## config.mk

```make
export PLATFORM = sky130hd
export DESIGN_NAME = junction_phase_scheduler
export DESIGN_NICKNAME = d
export VERILOG_FILES = /design/src/rtl/junction_phase_scheduler.sv
export SDC_FILE = /design/constraint.sdc
export NUM_CORES = 1
export LEC_CHECK = 0
export BUFFER_PORTS_ARGS = -buffer_cell sky130_fd_sc_hd__buf_2
export CAP_MARGIN = 10
export CELL_PAD_IN_SITES_DETAIL_PLACEMENT = 1
export CELL_PAD_IN_SITES_GLOBAL_PLACEMENT = 1
export CORE_UTILIZATION = 45
export CTS_BUF_LIST = sky130_fd_sc_hd__clkbuf_4 sky130_fd_sc_hd__clkbuf_8
export DETAILED_ROUTE_END_ITERATION = 6
export HOLD_SLACK_MARGIN = 0.1
export PLACE_DENSITY_LB_ADDON = 0.1
export SYNTH_ARGS = -nofsm -noshare
export SYNTH_HDL_FRONTEND = slang
export SYNTH_SLANG_ARGS = --single-unit
```

## constraint.sdc

```tcl
create_clock -name clk -period 4.9 [get_ports clk]
set_input_delay 0.98 -clock clk [delete_from_list [all_inputs] [get_ports clk]]
set_output_delay 0.98 -clock clk [all_outputs]
set_load 0.02 [all_outputs]
```

## src/rtl/junction_phase_scheduler.sv

```systemverilog
// junction_phase_scheduler: seconds prescaler, per-phase countdown and
// time_out strobe generator keeping all junction light controllers in lockstep.
`default_nettype none

module junction_phase_scheduler #(
  parameter int unsigned TICK_DIV = 50_000_000,
  parameter int unsigned CNT_W    = 6,
  parameter int unsigned HW_MIN_T = 10,
  parameter int unsigned YEL_T    = 3,
  parameter int unsigned CR_GRN_T = 8
) (
  input  logic             clk,
  input  logic             rst_n,
  input  logic             sensor,
  input  logic             hold,
  output logic             sensor_req,
  output logic             time_out,
  output logic [1:0]       phase,
  output logic [CNT_W-1:0] remaining
);

  localparam int unsigned    PS_W    = (TICK_DIV > 1) ? $clog2(TICK_DIV) : 1;
  localparam logic [PS_W-1:0] PS_LAST = PS_W'(TICK_DIV - 1);

  typedef enum logic [1:0] {
    P0_HW_GRN = 2'd0,
    P1_HW_YEL = 2'd1,
    P2_CR_GRN = 2'd2,
    P3_CR_YEL = 2'd3
  } phase_e;

  phase_e           phase_q, phase_d;
  logic [CNT_W-1:0] remaining_q, remaining_d;
  logic [PS_W-1:0]  presc_q, presc_d;
  logic             time_out_q, time_out_d;
  logic             sensor_req_q, sensor_req_d;
  logic             run, tick, expired;

  function automatic logic [CNT_W-1:0] duration(input phase_e p);
    case (p)
      P0_HW_GRN: duration = CNT_W'(HW_MIN_T);
      P2_CR_GRN: duration = CNT_W'(CR_GRN_T);
      default:   duration = CNT_W'(YEL_T);
    endcase
  endfunction

  always_ff @(posedge clk or negedge rst_n) begin
    if (!rst_n) begin
      phase_q      <= P0_HW_GRN;
      remaining_q  <= CNT_W'(HW_MIN_T);
      presc_q      <= '0;
      time_out_q   <= 1'b0;
      sensor_req_q <= 1'b0;
    end else begin
      phase_q      <= phase_d;
      remaining_q  <= remaining_d;
      presc_q      <= presc_d;
      time_out_q   <= time_out_d;
      sensor_req_q <= sensor_req_d;
    end
  end

  always_comb begin
    // Timing stalls once the countdown is exhausted; only an advance restarts it.
    run          = !hold && (remaining_q != '0);
    tick         = run && (presc_q == PS_LAST);
    expired      = (remaining_q == '0) && ((phase_q != P0_HW_GRN) || sensor_req_q);

    phase_d      = phase_q;
    remaining_d  = remaining_q;
    presc_d      = presc_q;
    sensor_req_d = sensor_req_q | (sensor && (phase_q == P0_HW_GRN));
    time_out_d   = expired && !hold && !time_out_q;

    if (run) begin
      presc_d = tick ? '0 : presc_q + PS_W'(1);
    end
    if (tick) begin
      remaining_d = remaining_q - CNT_W'(1);
    end

    // Advance on the edge that closes the strobe cycle, regardless of hold.
    if (time_out_q) begin
      phase_d     = phase_e'(phase_q + 2'd1);
      remaining_d = duration(phase_d);
      presc_d     = '0;
      if (phase_q == P0_HW_GRN) begin
        sensor_req_d = 1'b0;
      end
    end
  end

  assign phase      = phase_q;
  assign remaining  = remaining_q;
  assign time_out   = time_out_q;
  assign sensor_req = sensor_req_q;

endmodule

`default_nettype wire

```

# After elaboration in Yosys (flattened, before gate mapping)
# Index checks and enable logic that the tools add are counted.
# op_classes
n_addsub	3
multipliers	0
div_mod_pow	0
order_cmp	0
n_eq_ne	2
n_shift	0
muxes	8
bitwise_logic	1
reduce_logical	16
# op_table
op	count
26-bit 2-to-1 mux	3
26-bit by 1-bit adder with 26-bit output, second input constant	1
26-bit == test, second input constant	1
6-bit 2-to-1 mux	2
4-bit one-hot mux with 2 select lines	1
1-bit logical AND	6
6-bit zero test	1
2-bit nonzero test	3
6-bit nonzero test	1
6-bit by 1-bit subtractor with 6-bit output, second input constant	1
2-bit zero test	2
2-bit by 1-bit adder with 2-bit output, second input constant	1
2-bit == test, second input constant	1
1-bit zero test	2
1-bit 2-to-1 mux	2
1-bit logical OR	1
1-bit bitwise OR	1
# totals
regBits	36
latch_bits	0
mem_bits_rw	0
rom_bits	0
input_bits	4
out_inout_bits	10
word_cells	35
memories	0

# Logic depth before layout (Yosys ltp)
# Gate-level depths: netlist (run 1).
# logic_depth
word_depth	6
mapped_depth	8
depth_no_buf	7

# Least setup slack after synthesis (run 1)
# No wires, ideal clock.
# synth_path
kind	input port to flip-flop
start	in hold
end	reg presc_q[20]
setup_ns	0.122
arrival_time_ns	2.307
required_time_ns	4.778
slack_ns	2.470
cell_stages	5
path_buffers	0
path_cell_list	nor2b_1 a2111o_1 or4_1 xnor2_1 nor2b_1
# synth_between
elab_chain_cells	6
word_cells_on_any_way	7
cone_classes	3 x mux; 4 x reduce/logical
# synth_lines
element	line_no	rtl
from (decl)	15	input logic hold,
1-bit zero test *	65	run = !hold && (remaining_q != '0);
1-bit logical AND *	65	
1-bit logical AND	66	tick = run && (presc_q == PS_LAST);
26-bit 2-to-1 mux	76	presc_d = tick ? '0 : presc_q + PS_W'(1);
26-bit 2-to-1 mux	75	if (run) begin
26-bit 2-to-1 mux	83	if (time_out_q) begin
to (signal assigned)	57	presc_q <= presc_d;
to (decl)	34	logic [PS_W-1:0] presc_q, presc_d;
# Mark *: on every way between the ends. The rest lies on a longest branch, timed or not. The select of a mux whose other input is x is not followed.
# A chain may end at the register's enable or synchronous reset.

# Worst setup path in the final report (run 1)
# layout_path
start	reg remaining_q[1] (netlist: remaining[1])
end	reg presc_q[11]
# layout_between
elab_chain_cells	6
word_cells_on_any_way	7
cone_classes	3 x mux; 4 x reduce/logical
# layout_lines
element	line_no	rtl
from (decl)	33	logic [CNT_W-1:0] remaining_q, remaining_d;
from (signal assigned)	50	remaining_q <= CNT_W'(HW_MIN_T);
from (signal assigned)	56	remaining_q <= remaining_d;
6-bit nonzero test *	65	
1-bit logical AND *	65	
1-bit logical AND	66	
26-bit 2-to-1 mux	76	
26-bit 2-to-1 mux	75	
26-bit 2-to-1 mux	83	
# Marked as above.

==> results.txt, run 1 <==
The flow ran to the end, and the final reports show no timing, DRC or antenna violations. Setup repair after global routing left no endpoint under its margin. After floorplanning, the core was sized to cover 0.004115 mm^2. The total power per unit cell area came out at 323.3 mW/mm^2.

The fraction of final layout cells with drive strength greater than 1 came out at 14.03%. The tools report the area of the mapped netlist as 0.001981 mm^2. The number of slew-limit violations in the final report is 0. During synthesis, Yosys emitted a total of 0 warnings. 14 I/O pins were placed.

The netlist uses 46 different library cells. The path class of the tightest hold or removal check is flip-flop to flip-flop. The tool flagged a number of max-cap violations equal to 0. The aggregate routed wire length came out at 4518 um. The count of instances resized after the clock tree is built is 0. Data on the critical path is required at its endpoint by 5.03 ns. The first global-routing pass estimated 7493 um of wire. The count of nets left with antenna violations once routing finished came out at 0. The final antenna diode count is 0, and the CTS H-tree depth is 2. Dividing the detail-routed wire length by the instance count gives 16.67 um.

The number of I/O port buffers was 13; the count of hold-fix buffers inserted at cts was 0. After clock tree synthesis, the clock-pin slew on the worst setup and hold paths is 0.08 ns. At the worst endpoint, the arrival time is 2.67 ns.

In the layout the commonest cells are 34 x sky130_fd_sc_hd__dfrtp_1, 33 x sky130_fd_sc_hd__nor2_1, 14 x sky130_fd_sc_hd__xor2_1. The remaining global-route overflow came out at 0. For the relative slew slack, the log shows 35.67%. The total number of nets in the final design is 230. After clock tree synthesis, the setup repair step added 0 buffers.

The initial antenna violation count was 0; the flop-to-flop setup slack was 2.37 ns. The initial utilization of the core area, before any placement, comes to 48.13%. Detailed-routing iteration count for the pre-antenna-repair pass: 4. The die covers 0.004671 mm^2. From bottom edge to top edge, the die measures 68.35 um. In this run the core area contains 23 standard-cell rows. The number of endpoints with negative hold slack in the final report was 0.

Counting every sink on the clock net gives 36. The capture point of the worst path was presc_q[11]. The share of the cycle needed by the critical path after routing was 51.70%. The instance count along the most critical hold path was 1.

Setup violations remaining at the end of the flow were counted as 0. Critical path class: flip-flop to flip-flop. The tools report the total track usage as 21.94%. The time the final worst path needs with I/O delays and setup is 2.533 ns, and the clock insertion delay at the later pin of the skew report is 0.28 ns. Entering global routing, the biggest net connects 37 pins. The number of instances in the synthesized netlist came out at 205. The leakage power is 0.9925 nW. For this run, the share of the core covered by cells in the final layout is 53.27%. The post-synthesis area per instance works out to 9.662 um^2.

The share of the yosys chip area belonging to registers came out at 45.61%. The timing-limited maximum frequency was 394.8 MHz. In this run the biggest area consumer among cell types represents 42.96% of the synthesized area.

The routability-driven placement congestion ratio is 0.8093, and the maximum fanout encountered on the critical timing path is 24. After synthesis the netlist holds a flip-flop and latch count of 36. The tools report the critical path capture point type as a flip-flop.

The tree is rooted in a sky130_fd_sc_hd__clkbuf_8. From synthesis to final layout, the design area changed by 10.68%. The post-route clock skew came out at 0.01100 ns. The transition time at the pin with the least slew margin came out at 0.9630 ns. The tools report the end of the worst register-to-register path as presc_q[11]. The logs give 0 ns for the aggregate negative setup slack and 0.2129 mV for the worst voltage drop across the vdd grid. Leaving out fill and tap cells, the most frequent cell in the layout is sky130_fd_sc_hd__dfrtp_1.

The die is 68.35 um wide. Number of global-route vias before repair: 1611. The critical path starts at remaining[1]. Sorting the synthesized cells by area gives the leading types as sky130_fd_sc_hd__dfrtp_1 43%, sky130_fd_sc_hd__nor2_1 6.3%, sky130_fd_sc_hd__xor2_1 6.2%. Worst-case clock buffer depth: 2. The synthesized design spends more area on one cell type than any other, namely sky130_fd_sc_hd__dfrtp_1. The origin of the critical flop-to-flop path was remaining[1]. The routed layout has 1534 vias. The worst setup path is launched from a flip-flop. The wire-length estimate of the detail-placed layout is 3278 um. The number of DRC violations after detailed-routing iteration 0 is 94, and the DRC violation count after routing is 0.

The post-synthesis net count was 215. TritonCTS built the clock tree. The worst-case reg-to-reg path depth was 7; the routed via count divided by cell count was 5.661. TritonCTS created 5 clock buffers.
-- area by class of cell --
cell class | instances | area, um^2
clock buffers | 6 | 76.32
clock inverters | 2 | 35.03
fillers | 492 | 1923
inverters | 8 | 30.03
multi-input cells | 156 | 1020
flip-flops and latches | 36 | 903.4
well taps | 50 | 62.56
repair buffers | 13 | 65.06
-- report_power, final --
| part | switching (mW) | internal (mW) | total, mW |
|---|---|---|---|
| clock | 0.106 | 0.157 | 0.263 |
| combinational | 0.0511 | 0.0339 | 0.0850 |
| sequential | 0.0374 | 0.323 | 0.361 |
| total | 0.195 | 0.514 | 0.709 |
-- sequential cells by signal, summed over array words and instances, names as in the netlist --
name        flops
sensor_req      1
remaining       6
presc_q        26
time_out        1
phase           2
-- through the flow --
stage          hold slack [ns]  instances  area (um^2)  total power [mW]  setup slack (ns)
4_1_cts                 0.5429        271         2192            0.7132             2.307
6_report                0.5341        271         2192            0.7087             2.367
3_3_place_gp            0.4992        263         2081            0.4425             2.170
2_1_floorplan           0.5021        205         1981            0.4172             2.470
3_5_place_dp            0.5282        263         2081            0.4511             2.085
5_1_grt                 0.5703        271         2192            0.7405             2.144
-- worst max-delay path, cell delays in order, from the launching register on --
cell and delay (ns):
sky130_fd_sc_hd__dfstp_2 0.55, sky130_fd_sc_hd__inv_1 0.06, sky130_fd_sc_hd__ha_1 0.17, sky130_fd_sc_hd__nor3b_2 0.20
sky130_fd_sc_hd__a21oi_1 0.26, sky130_fd_sc_hd__nand3_2 0.24, sky130_fd_sc_hd__or2b_1 0.75, sky130_fd_sc_hd__nor2_1 0.14
-- synthesized netlist by cell type, drive strengths merged --
cell type  count
a2111o         1
a2111oi        2
a211o          1
a211oi         1
a21o           1
a21oi          8
and2           1
and3           5
and4           1
and4bb         1
buf            2
clkbuf         3
dfrtp         34
dfstp          2
ha             6
inv            8
mux2           1
mux2i          1
nand2         13
nand2b         1
nand3         11
nand4         12
nor2          33
nor2b          3
nor3           4
nor3b          2
nor4           4
o21a           1
o21ai          3
o31a           1
o31ai          1
o41ai          1
or2            1
or2b           1
or3            3
or3b           1
or4            3
or4b           1
xnor2         12
xor2          14
-- worst min path at each step --
stage,startpoint,to,slack [ns]
after detailed placement,phase[0],phase[0],0.53
after global routing,phase[0],phase[0],0.57
final,phase[0],phase[0],0.53
after CTS,phase[0],phase[0],0.54
after global placement,phase[0],phase[0],0.50
after floorplan,presc_q[25],presc_q[25],0.50
-- logic make-up (layout without fill, tap and decap cells) --
group                    Yosys count  count (layout)  synth area share (%)
AO/OA/AOI/OAI                     21              21                 7.392
XOR/XNOR                          26              26                 11.50
adder cells (fa/ha/maj)            6               6                 3.790
buffers and inverters             13              29                 2.906
flip-flops                        36              36                 45.61
multiplexers                       2               2                 1.074
AND/OR/NAND/NOR                  101             101                 27.73
-- per-layer routing --
layer / vias up / global-route usage [%] / wire [um]
met1: 772 / 29.56 / 2281
met4: 0 / 3.906 / 13
met2: 14 / 36.40 / 2132
met3: 2 / 4.500 / 90
li1: 746 / - / -
met5: - / 0 / 0
Power figures use the tool's default switching activity.
==> inputs of run 2 (changes only) <==
clock period = 2.4 ns   (was 4.9 ns; I/O delays follow)
==> run 2 against run 1 <==
Compared with the run above: total power rose by 97%; non-clock buffer count rose by 7; die area did not move; first-iteration DRC count fell by 11%; critical path depth did not move; worst hold slack got worse by 0.25 ns; routed wire length rose by 4.3%; setup slack got worse by 2.2 ns; via count rose by 2.7%; largest cell class unchanged; largest power group unchanged.
==> results.txt, run 2 (synthesized netlist as in run 1, its figures left out) <==
The total number of nets in the final design came out at 237 (+3.0%). The run gives 36 (unchanged) as the number of sinks on the clock net. The total power per unit cell area was 621.1 mW/mm^2 (+92%); the aggregate negative setup slack was 0 ns (unchanged). The area taken by multi-input logic gates was 0.001020 mm^2 (unchanged).

The tools report the placeable core area as 0.004115 mm^2 (unchanged). The utilization of the core after routing was 54.52% (+1.2 points); the total via count in the routed design was 1575 (+2.7%). The tools report the leakage power as 1.025 nW (+3.2%).

The tools report the overall power after layout as 1.393 mW (+97%). For the number of slew-limit violations in the final report, the log shows 0 (unchanged). The logs give 5 (unchanged) for the number of buffers inserted during clock tree synthesis and 0.003666 ns (-0.007332 ns) for the post-route clock skew. Routability-driven placement congestion ratio: 0.8009 (-1.0%). The overall die height came out at 68.35 um (unchanged). The die width came out at 68.35 um (unchanged). Number of I/O port buffers: 13 (unchanged). The count of buffers added by post-CTS timing repair for setup is 0 (unchanged).

In this run the worst hold path is classified as input pin to async pin. The detailed-routing iteration count for the pre-antenna-repair pass is 4 (unchanged), and the remaining global-route overflow is 0 (unchanged). Counting flops per register, the top entry is presc_q. For the count of instances resized after the clock tree is built, the log shows 0 (unchanged).

The logs give 3436 um (+4.8%) for the final HPWL from detailed placement and 903.4 um^2 (unchanged) for the sequential cell area. The number of DRC violations after detailed-routing iteration 0 was 84 (-11%); the worst stage delay on the critical path was 0.54 ns (-0.21 ns). The time the final worst path needs with I/O delays and setup is 2.246 ns (-0.2875 ns), and the number of global-route vias before repair is 1637 (+1.6%). Critical path class: flip-flop to flip-flop. The run finished with clean final reports.

For the arrival time at the worst endpoint, the log shows 2.42 ns (-0.25 ns). The critical path capture point type is a flip-flop. The run gives 37 (unchanged) as the largest net degree at the start of global routing.

For the residual antenna-violating net count after detailed routing, the log shows 0 (unchanged). The routed via count divided by cell count is 5.665 (about the same), and the average wire length per cell after detail routing is 16.96 um (+1.7%). The CTS H-tree depth is 2 (unchanged), and the share of the cycle needed by the critical path after routing is 93.57% (+42 points). Worst-case clock buffer depth: 2 (unchanged). For the relative slew slack, the log shows 45.83% (+10 points). For the number of max-cap violations, the log shows 0 (unchanged). The tools report the number of endpoints with negative hold slack in the final report as 0 (unchanged). The standard cell with the maximum stage delay on the critical path was sky130_fd_sc_hd__dfstp_2. The initial antenna violation count is 0 (unchanged). TritonCTS built the clock tree.

STA classifies the critical path startpoint as a flip-flop. The run gives 0 (unchanged) as the DRC violation count after routing. In the layout the commonest cells are 34 x sky130_fd_sc_hd__dfrtp_1, 33 x sky130_fd_sc_hd__nor2_1, 14 x sky130_fd_sc_hd__xor2_1. The signal on the critical path passes through inv_1 > ha_1 > nor3b_2 > a2111o_1 > or4_1 > xnor2_1 > nor2b_1. The run gives 2.57 ns (-2.46 ns) as the critical path data required time. The timing-limited maximum frequency is 445.3 MHz (+13%). For the worst hold slack across all endpoints, the log shows 0.2833 ns (-0.2509 ns). The logs give 48.13% (unchanged) for the initial core utilization and 504 (+2.4%) for the number of fill cells in the layout. Global-route wire length before repair: 7748 um (+3.4%). The maximum fanout encountered on the critical timing path came out at 7 (-71%). The number of flip-flops under the largest register name came out at 26 (unchanged). The most common library cell in the layout ignoring fill and taps is sky130_fd_sc_hd__dfrtp_1. Clock edge transition at the registers on the reported setup and hold paths: 0.07 ns (about the same). The worst-case reg-to-reg path depth is 7 (unchanged), and the aggregate routed wire length is 4714 um (+4.3%). The boundary pin count is 14 (unchanged), and the worst voltage drop across the vdd grid is 0.5260 mV (+150%).

CTS placed an instance of sky130_fd_sc_hd__clkbuf_8 at the clock tree root. Fraction of final layout cells with drive strength greater than 1: 16.67% (+2.6 points). The transition time at the pin with the least slew margin works out to 0.8126 ns (-0.1505 ns). Setup repair after global routing left no endpoint under its margin. The final antenna diode count is 0 (unchanged), and the final setup violation count is 0 (unchanged).

Relative to the synthesized area, the layout overhead comes to 13.27%. The cell row count is 23 (unchanged). The logs give 0 (unchanged) for the count of hold-fix buffers inserted at cts and 23.29% (+1.3 points) for the total track usage. The die footprint was 0.004671 mm^2 (unchanged). The clock insertion delay at the later pin of the skew report is 0.28 ns (about the same).
## run 2: through the flow
stage | std cells | worst slack, ns | cell area, um^2
after floorplan | 205 | 0.1026 | 1981
after global placement | 270 | 0.2233 | 2146
after detailed placement | 270 | 0.1726 | 2146
after CTS | 278 | 0.1562 | 2243
after global routing | 278 | 0.06527 | 2243
final | 278 | 0.1544 | 2243
## run 2: final timing paths
check                              from           end  slack, ns
max                        remaining[1]   presc_q[20]       0.15
min                               rst_n  remaining[4]       0.28
max reg2reg                remaining[1]   presc_q[20]       0.15
min reg2reg                    phase[0]      phase[0]       0.52
max in group asynchronous         rst_n    presc_q[4]       1.60
min in group clk                   hold      time_out       0.42
## run 2: metal layers
metal,vias up,GRT usage [%],wire length [um]
met2,14,37.25,2263
met5,-,0,0
li1,762,-,-
met1,792,30.32,2278
met4,0,9.375,77
met3,7,5.000,94
## run 2: critical path, delay by kind of cell (launching register included)
family | cells | cell delay [ns]
flip-flops | 1 | 0.54
AO/OA/AOI/OAI | 1 | 0.39
AND/OR/NAND/NOR | 3 | 0.83
XOR/XNOR | 1 | 0.14
adder cells (fa/ha/maj) | 1 | 0.17
buffers and inverters | 1 | 0.06
## run 2: report_power, final
group          switching [mW]  total [mW]  internal, mW  leakage [nW]
Combinational           0.130       0.216        0.0858         0.509
Clock                   0.200       0.456         0.256        0.0523
Sequential             0.0595       0.721         0.661         0.464
## run 2: final cells by class
type | count | share of cell area (%)
Sequential cell | 36 | 40.27
Multi-Input combinational cell | 156 | 45.45
Timing Repair Buffer | 20 | 5.800
Inverter | 8 | 1.339
Tap cell | 50 | 2.789
Clock buffer | 8 | 4.350
